## config.mk

```make
export PLATFORM = sky130hd
export DESIGN_NAME = control_unit_pipelined
export DESIGN_NICKNAME = d
export VERILOG_FILES = /design/src/rtl/control_unit_pipelined.sv
export SDC_FILE = /design/constraint.sdc
export NUM_CORES = 1
export LEC_CHECK = 0
export ABC_AREA = 1
export CAP_MARGIN = 20
export CORE_MARGIN = 2
export CORE_UTILIZATION = 45
export CTS_BUF_LIST = sky130_fd_sc_hd__clkbuf_2
export CTS_CLUSTER_DIAMETER = 50
export CTS_CLUSTER_SIZE = 25
export DETAILED_ROUTE_END_ITERATION = 8
export PLACE_DENSITY = 0.83
export SYNTH_ARGS = -nofsm -noshare
export SYNTH_HDL_FRONTEND = slang
export SYNTH_SLANG_ARGS = --single-unit
```

## constraint.sdc

```tcl
create_clock -name CLK -period 1.56 [get_ports CLK]
set_input_delay 0.468 -clock CLK [delete_from_list [all_inputs] [get_ports CLK]]
set_output_delay 0.468 -clock CLK [all_outputs]
set_load 0.02 [all_outputs]
```

## src/rtl/control_unit_pipelined.sv

```systemverilog
// ID/EX control-bundle register: RV32I/M decode, stall/flush handling and a
// multi-cycle sequencer for RV32M operations that holds IF/ID while it runs.
module control_unit_pipelined #(
   parameter bit          ENABLE_M    = 1'b1,
   parameter int unsigned MUL_LATENCY = 1,
   parameter int unsigned DIV_LATENCY = 32,
   parameter int unsigned CNT_WIDTH   = 6
) (
   input  logic       CLK,
   input  logic       RESETN,
   input  logic       IN_VALID,
   input  logic [6:0] OPCODE,
   input  logic [2:0] FUNC3,
   input  logic [6:0] FUNC7,
   input  logic       STALL_IN,
   input  logic       FLUSH_IN,
   output logic       WRITE_EN,
   output logic       MEM_WRITE,
   output logic       MEM_READ,
   output logic       BRANCH,
   output logic       JUMP,
   output logic       PC_SELECT,
   output logic       IMM_SELECT,
   output logic       JAL_SELECT,
   output logic       DATA_MEM_SELECT,
   output logic [2:0] IMM_PICK,
   output logic [4:0] ALU_OP,
   output logic       OUT_VALID,
   output logic       ILLEGAL,
   output logic       MD_BUSY,
   output logic       MD_DONE,
   output logic       STALL_OUT
);

   localparam int unsigned IMM_W = 3;
   localparam int unsigned ALU_W = 5;

   localparam logic [6:0] OP_OP     = 7'b0110011;
   localparam logic [6:0] OP_IMM    = 7'b0010011;
   localparam logic [6:0] OP_LOAD   = 7'b0000011;
   localparam logic [6:0] OP_STORE  = 7'b0100011;
   localparam logic [6:0] OP_BRANCH = 7'b1100011;
   localparam logic [6:0] OP_JAL    = 7'b1101111;
   localparam logic [6:0] OP_JALR   = 7'b1100111;
   localparam logic [6:0] OP_LUI    = 7'b0110111;
   localparam logic [6:0] OP_AUIPC  = 7'b0010111;
   localparam logic [6:0] OP_FENCE  = 7'b0001111;
   localparam logic [6:0] OP_SYSTEM = 7'b1110011;
   localparam logic [6:0] F7_MULDIV = 7'b0000001;

   localparam logic [IMM_W-1:0] IMM_I      = 3'b000;
   localparam logic [IMM_W-1:0] IMM_S      = 3'b001;
   localparam logic [IMM_W-1:0] IMM_B      = 3'b010;
   localparam logic [IMM_W-1:0] IMM_U      = 3'b011;
   localparam logic [IMM_W-1:0] IMM_J      = 3'b100;
   localparam logic [IMM_W-1:0] IMM_ISHAMT = 3'b101;

   typedef struct packed {
      logic             write_en;
      logic             mem_write;
      logic             mem_read;
      logic             branch;
      logic             jump;
      logic             pc_select;
      logic             imm_select;
      logic             jal_select;
      logic             data_mem_select;
      logic [IMM_W-1:0] imm_pick;
      logic [ALU_W-1:0] alu_op;
      logic             valid;
      logic             illegal;
   } ctrl_t;

   typedef enum logic {S_IDLE = 1'b0, S_MD_RUN = 1'b1} state_t;

   state_t               state_q, state_d;
   logic [CNT_WIDTH-1:0] cnt_q, cnt_d;
   ctrl_t                bundle_q, bundle_d;

   ctrl_t                dec;
   logic                 dec_is_m;
   logic [31:0]          md_lat;
   logic                 md_start;
   logic [CNT_WIDTH-1:0] md_cnt_init;
   logic                 md_run;

   // Combinational decode of the incoming instruction fields.
   always_comb begin
      dec      = '0;
      dec.valid = 1'b1;
      dec_is_m = 1'b0;
      case (OPCODE)
         OP_OP: begin
            if (FUNC7 == F7_MULDIV) begin
               if (ENABLE_M) begin
                  dec.write_en = 1'b1;
                  dec.alu_op   = {1'b1, 1'b0, FUNC3};
                  dec_is_m     = 1'b1;
               end else begin
                  dec.illegal = 1'b1;
               end
            end else begin
               dec.write_en = 1'b1;
               dec.alu_op   = {1'b0, FUNC7[5], FUNC3};
            end
         end
         OP_IMM: begin
            dec.write_en   = 1'b1;
            dec.imm_select = 1'b1;
            dec.imm_pick   = (FUNC3[1:0] == 2'b01) ? IMM_ISHAMT : IMM_I;
            // FUNC7[5] is only an opcode bit for SRAI; elsewhere it is immediate
            dec.alu_op     = {1'b0, (FUNC3 == 3'b101) & FUNC7[5], FUNC3};
         end
         OP_LOAD: begin
            dec.write_en        = 1'b1;
            dec.mem_read        = 1'b1;
            dec.imm_select      = 1'b1;
            dec.data_mem_select = 1'b1;
            dec.imm_pick        = IMM_I;
         end
         OP_STORE: begin
            dec.mem_write  = 1'b1;
            dec.imm_select = 1'b1;
            dec.imm_pick   = IMM_S;
         end
         OP_BRANCH: begin
            dec.branch   = 1'b1;
            dec.imm_pick = IMM_B;
            dec.alu_op   = {2'b00, FUNC3};
         end
         OP_JAL: begin
            dec.write_en   = 1'b1;
            dec.jump       = 1'b1;
            dec.pc_select  = 1'b1;
            dec.imm_select = 1'b1;
            dec.jal_select = 1'b1;
            dec.imm_pick   = IMM_J;
         end
         OP_JALR: begin
            dec.write_en   = 1'b1;
            dec.jump       = 1'b1;
            dec.imm_select = 1'b1;
            dec.jal_select = 1'b1;
            dec.imm_pick   = IMM_I;
         end
         OP_LUI: begin
            dec.write_en   = 1'b1;
            dec.imm_select = 1'b1;
            dec.imm_pick   = IMM_U;
            dec.alu_op     = 5'b01111;
         end
         OP_AUIPC: begin
            dec.write_en   = 1'b1;
            dec.pc_select  = 1'b1;
            dec.imm_select = 1'b1;
            dec.imm_pick   = IMM_U;
         end
         OP_FENCE, OP_SYSTEM: begin
            dec.valid = 1'b1;
         end
         default: begin
            dec.illegal = 1'b1;
         end
      endcase
   end

   // EX latency of the decoded M-op and whether it needs the sequencer.
   always_comb begin
      md_lat      = FUNC3[2] ? 32'(DIV_LATENCY) : 32'(MUL_LATENCY);
      md_start    = dec_is_m & (md_lat > 32'd1);
      md_cnt_init = CNT_WIDTH'(md_lat - 32'd1);
   end

   // State, counter and bundle registers.
   always_ff @(posedge CLK or negedge RESETN) begin
      if (!RESETN) begin
         state_q  <= S_IDLE;
         cnt_q    <= '0;
         bundle_q <= '0;
      end else begin
         state_q  <= state_d;
         cnt_q    <= cnt_d;
         bundle_q <= bundle_d;
      end
   end

   // Next state: flush beats the M-op hold, which beats stall, which beats load.
   always_comb begin
      state_d  = state_q;
      cnt_d    = cnt_q;
      bundle_d = bundle_q;
      if (FLUSH_IN) begin
         state_d  = S_IDLE;
         cnt_d    = '0;
         bundle_d = '0;
      end else if (state_q == S_MD_RUN) begin
         if (cnt_q <= CNT_WIDTH'(1)) begin
            // upstream was held, so the next instruction loads one edge later
            state_d  = S_IDLE;
            cnt_d    = '0;
            bundle_d = '0;
         end else begin
            cnt_d = cnt_q - CNT_WIDTH'(1);
         end
      end else if (!STALL_IN) begin
         if (IN_VALID) begin
            bundle_d = dec;
            if (md_start) begin
               state_d = S_MD_RUN;
               cnt_d   = md_cnt_init;
            end
         end else begin
            bundle_d = '0;
         end
      end
   end

   // Outputs come straight from the bundle register and sequencer state.
   assign md_run          = (state_q == S_MD_RUN);
   assign MD_BUSY         = md_run;
   assign MD_DONE         = md_run & (cnt_q == CNT_WIDTH'(1));
   assign STALL_OUT       = md_run;
   assign WRITE_EN        = bundle_q.write_en & (~md_run | MD_DONE);
   assign MEM_WRITE       = bundle_q.mem_write;
   assign MEM_READ        = bundle_q.mem_read;
   assign BRANCH          = bundle_q.branch;
   assign JUMP            = bundle_q.jump;
   assign PC_SELECT       = bundle_q.pc_select;
   assign IMM_SELECT      = bundle_q.imm_select;
   assign JAL_SELECT      = bundle_q.jal_select;
   assign DATA_MEM_SELECT = bundle_q.data_mem_select;
   assign IMM_PICK        = bundle_q.imm_pick;
   assign ALU_OP          = bundle_q.alu_op;
   assign OUT_VALID       = bundle_q.valid;
   assign ILLEGAL         = bundle_q.illegal;

endmodule

```

==> results.txt <==
#FFs+latches synth: 24
Antenna violations before repair: 0
Largest net degree at the start of global routing: 25
Fill cells: 265
CTS Root Cell: clkbuf_2
Iter 0 DRT Violations: 92
CTS Buffer Depth: 2
Dpl hpwl: 3070 um
Initial Util: 47.7%
Seq/Total Area, Yosys: 37.2%
Worst vdd ir: 0.000263 V
Sequential Power Share: 49.8%
Clock Skews: 0.00720 ns
Post-synthesis instance total: 231
Final WS setup: -0.308 ns
Main flop type after synthesis: dfrtp_1
Cts bufs inserted: 3
Vias per cell: 4.82
Core ar.: 0.00339 mm^2
Final #Nets: 337
CTS tree: built
Period utilization: 120%
Type of the most critical hold path: input port to async pin
Largest cells by area after synthesis: dfrtp_1, nand2_1, nand3_1, inv_1, nor2_1
Worst-path maximum fanout: 2
Fin. max-slew vios: 0
Total of max-cap violations: 0
Gate power share: 30.4%
Post-synth top area share: 37.2%
Post-Synthesis Cell Area: 0.00162 mm^2
Status: finished, violations left
Final instance area: 0.00239 mm^2
Placed cell areas: 0.00232 mm^2
Setup violations, final: 22
Die area: 0.00408 mm^2
Placed cell count: 348
Pwr/cell area: 547 mW/mm^2
CP startpoint kind: register
Diode count: 0
Post-synth EDFFs: 0
Reg clk slew, reported paths: 0.24 ns
Die Y: 63.9 um
Normalized max-slew margin: 78.4%
Area grow syn2layout: 47.8%
Final wirelength: 4330 um
Residual DRC: 0
Most frequent cell after synthesis: nand2_1
Crit path arrival time: 1.40 ns
Worst skew pair latency: 0.36 ns
Worst-Margin Slew: 0.324 ns
Routability-driven placement congestion ratio: 0.871
Vias post-DR: 1724
Post-route ant nets: 0
DP Worst Slack: -0.432 ns
Vias in the first global route: 1587
# IOs: 44
GR Util All Layers: 21.1%
Reg area: 601 um^2
Total gr overflow: 0
CTS H-Tree Depth: 1
Syn avg cell area: 6.99 um^2
Net Sw Power: 420 uW
Critical path capture point type: primary output
Port Buffers: 43
Worst Path Required: 1.09 ns
Syn_nets: 255
Chip Width: 63.9 um
FP Rows: 21
Endpoints failing hold: 0
Clock sinks: 24
Synth area leader: dfrtp_1
Sum Neg Setup Slack: -1.42 ns
P_leak: 1.33 nW
Failing checks: negative setup slack
P_int: 886 uW
Routed WL per cell: 12.1 um
Synth cell types: 23
Post-route insts no fill: 358
Layout cells sized above 1: 32.1%
Net Sw Frac: 32.1%
Synth cell count leaders: nand2_1, inv_1, nor2_1, dfrtp_1, nand3_1
Clock power frac: 19.8%
Global-route wire length before repair: 6910 um
Ys Warns: 0
F_max: 0.535 GHz
Area taken by multi-input logic gates: 907 um^2
RSZ-0062 raised after global routing: true
Final min period: 1.87 ns
Critical path class: register to primary output
DR pass1 iterations: 5
Asr flop ratio synth: 100%
[power by group through the flow]
| stage | logic [mW] | clock network [mW] | registers (mW) |
|---|---|---|---|
| detailed placement | 0.345 | 0 | 0.657 |
| CTS | 0.363 | 0.248 | 0.648 |
| finish | 0.397 | 0.259 | 0.650 |
| floorplan | 0.147 | 0 | 0.664 |
| global route | 0.434 | 0.278 | 0.652 |
| global placement | 0.339 | 0 | 0.656 |
[registers in the layout, indices dropped and copies added (netlist names)]
register	flops
bundle_q	1
PC_SELECT	1
ILLEGAL	1
cnt_q	6
JUMP	1
ALU_OP	5
IMM_SELECT	1
OUT_VALID	1
IMM_PICK	3
MEM_READ	1
MD_BUSY	1
MEM_WRITE	1
BRANCH	1
[critical path, stage by stage (launching register included)]
cell and delay, ns:
dfrtp_1 0.44, inv_2 0.08, ha_4 0.14, nand3_4 0.09, nor2_1 0.13, buf_4 0.16
[cell type report]
| cell class | count | share of cell area [%] |
|---|---|---|
| multi-input combinational | 166 | 38.0 |
| sequential | 24 | 25.2 |
| clock inverter | 1 | 0.157 |
| inverter | 30 | 4.72 |
| timing repair buffer | 88 | 28.9 |
| tap | 46 | 2.41 |
| clock buffer | 3 | 0.629 |
[metrics by stage]
step	utilization (%)	total power [mW]	hold WS (ns)
final	70.4	1.31	0.411
after global routing	70.4	1.36	0.437
after CTS	70.7	1.26	0.446
after detailed placement	68.4	1.00	0.463
after global placement	68.4	0.995	0.459
after floorplan	-	0.811	0.172
[routing by layer]
metal	wire length, um	vias up	global-route usage [%]
li1	-	871	-
met4	75	0	8.15
met3	136	6	1.23
met5	0	-	0
met1	1770	806	25.9
met2	2340	41	38.5
[cells by family (layout without fill, tap and decap cells)]
logic type,count (synthesis),after routing,share of synthesized area [%]
fa+ha+maj,2,2,1.55
simple gates,143,143,40.8
xor+xnor,1,1,0.542
buf+inv,43,122,13.5
flops,24,24,37.2
compound gates,18,20,6.43
[placed cells by master, fill, tap and decap left out, drive strengths merged]
cell type	instances
nand2	84
buf	51
inv	30
nor2	29
nand3	26
dfrtp	24
clkdlybuf4s50	21
clkbuf	19
o21ai	13
a21oi	6
nand4	4
ha	2
a21boi	1
xor2	1
clkinv	1
[path summary, 6_finish.rpt]
check,startpoint,end,slack (ns),cells past startpoint
min reg2reg,IMM_PICK[1]$_DFFE_PN0P_,IMM_PICK[1]$_DFFE_PN0P_,0.51,2
max in group asynchronous,RESETN,ALU_OP[4]$_DFFE_PN0P_,0.91,2
max reg2reg,cnt_q[0]$_DFFE_PN0P_,cnt_q[4]$_DFFE_PN0P_,-0.07,12
min in group CLK,IMM_PICK[1]$_DFFE_PN0P_,IMM_PICK[1]$_DFFE_PN0P_,0.51,2
max,cnt_q[1]$_DFFE_PN0P_,MD_DONE,-0.31,5
min,RESETN,OUT_VALID$_DFFE_PN0P_,0.41,2
[what timing repair did]
action                                  4_1_cts  5_1_grt
buffers inserted                              3        3
gates cloned                                  0        2
hold buffers                                  0        0
endpoints found under the setup margin       24       42
gates resized for setup                      67       38
pin swaps                                     1        1
Power figures use the tool's default switching activity.
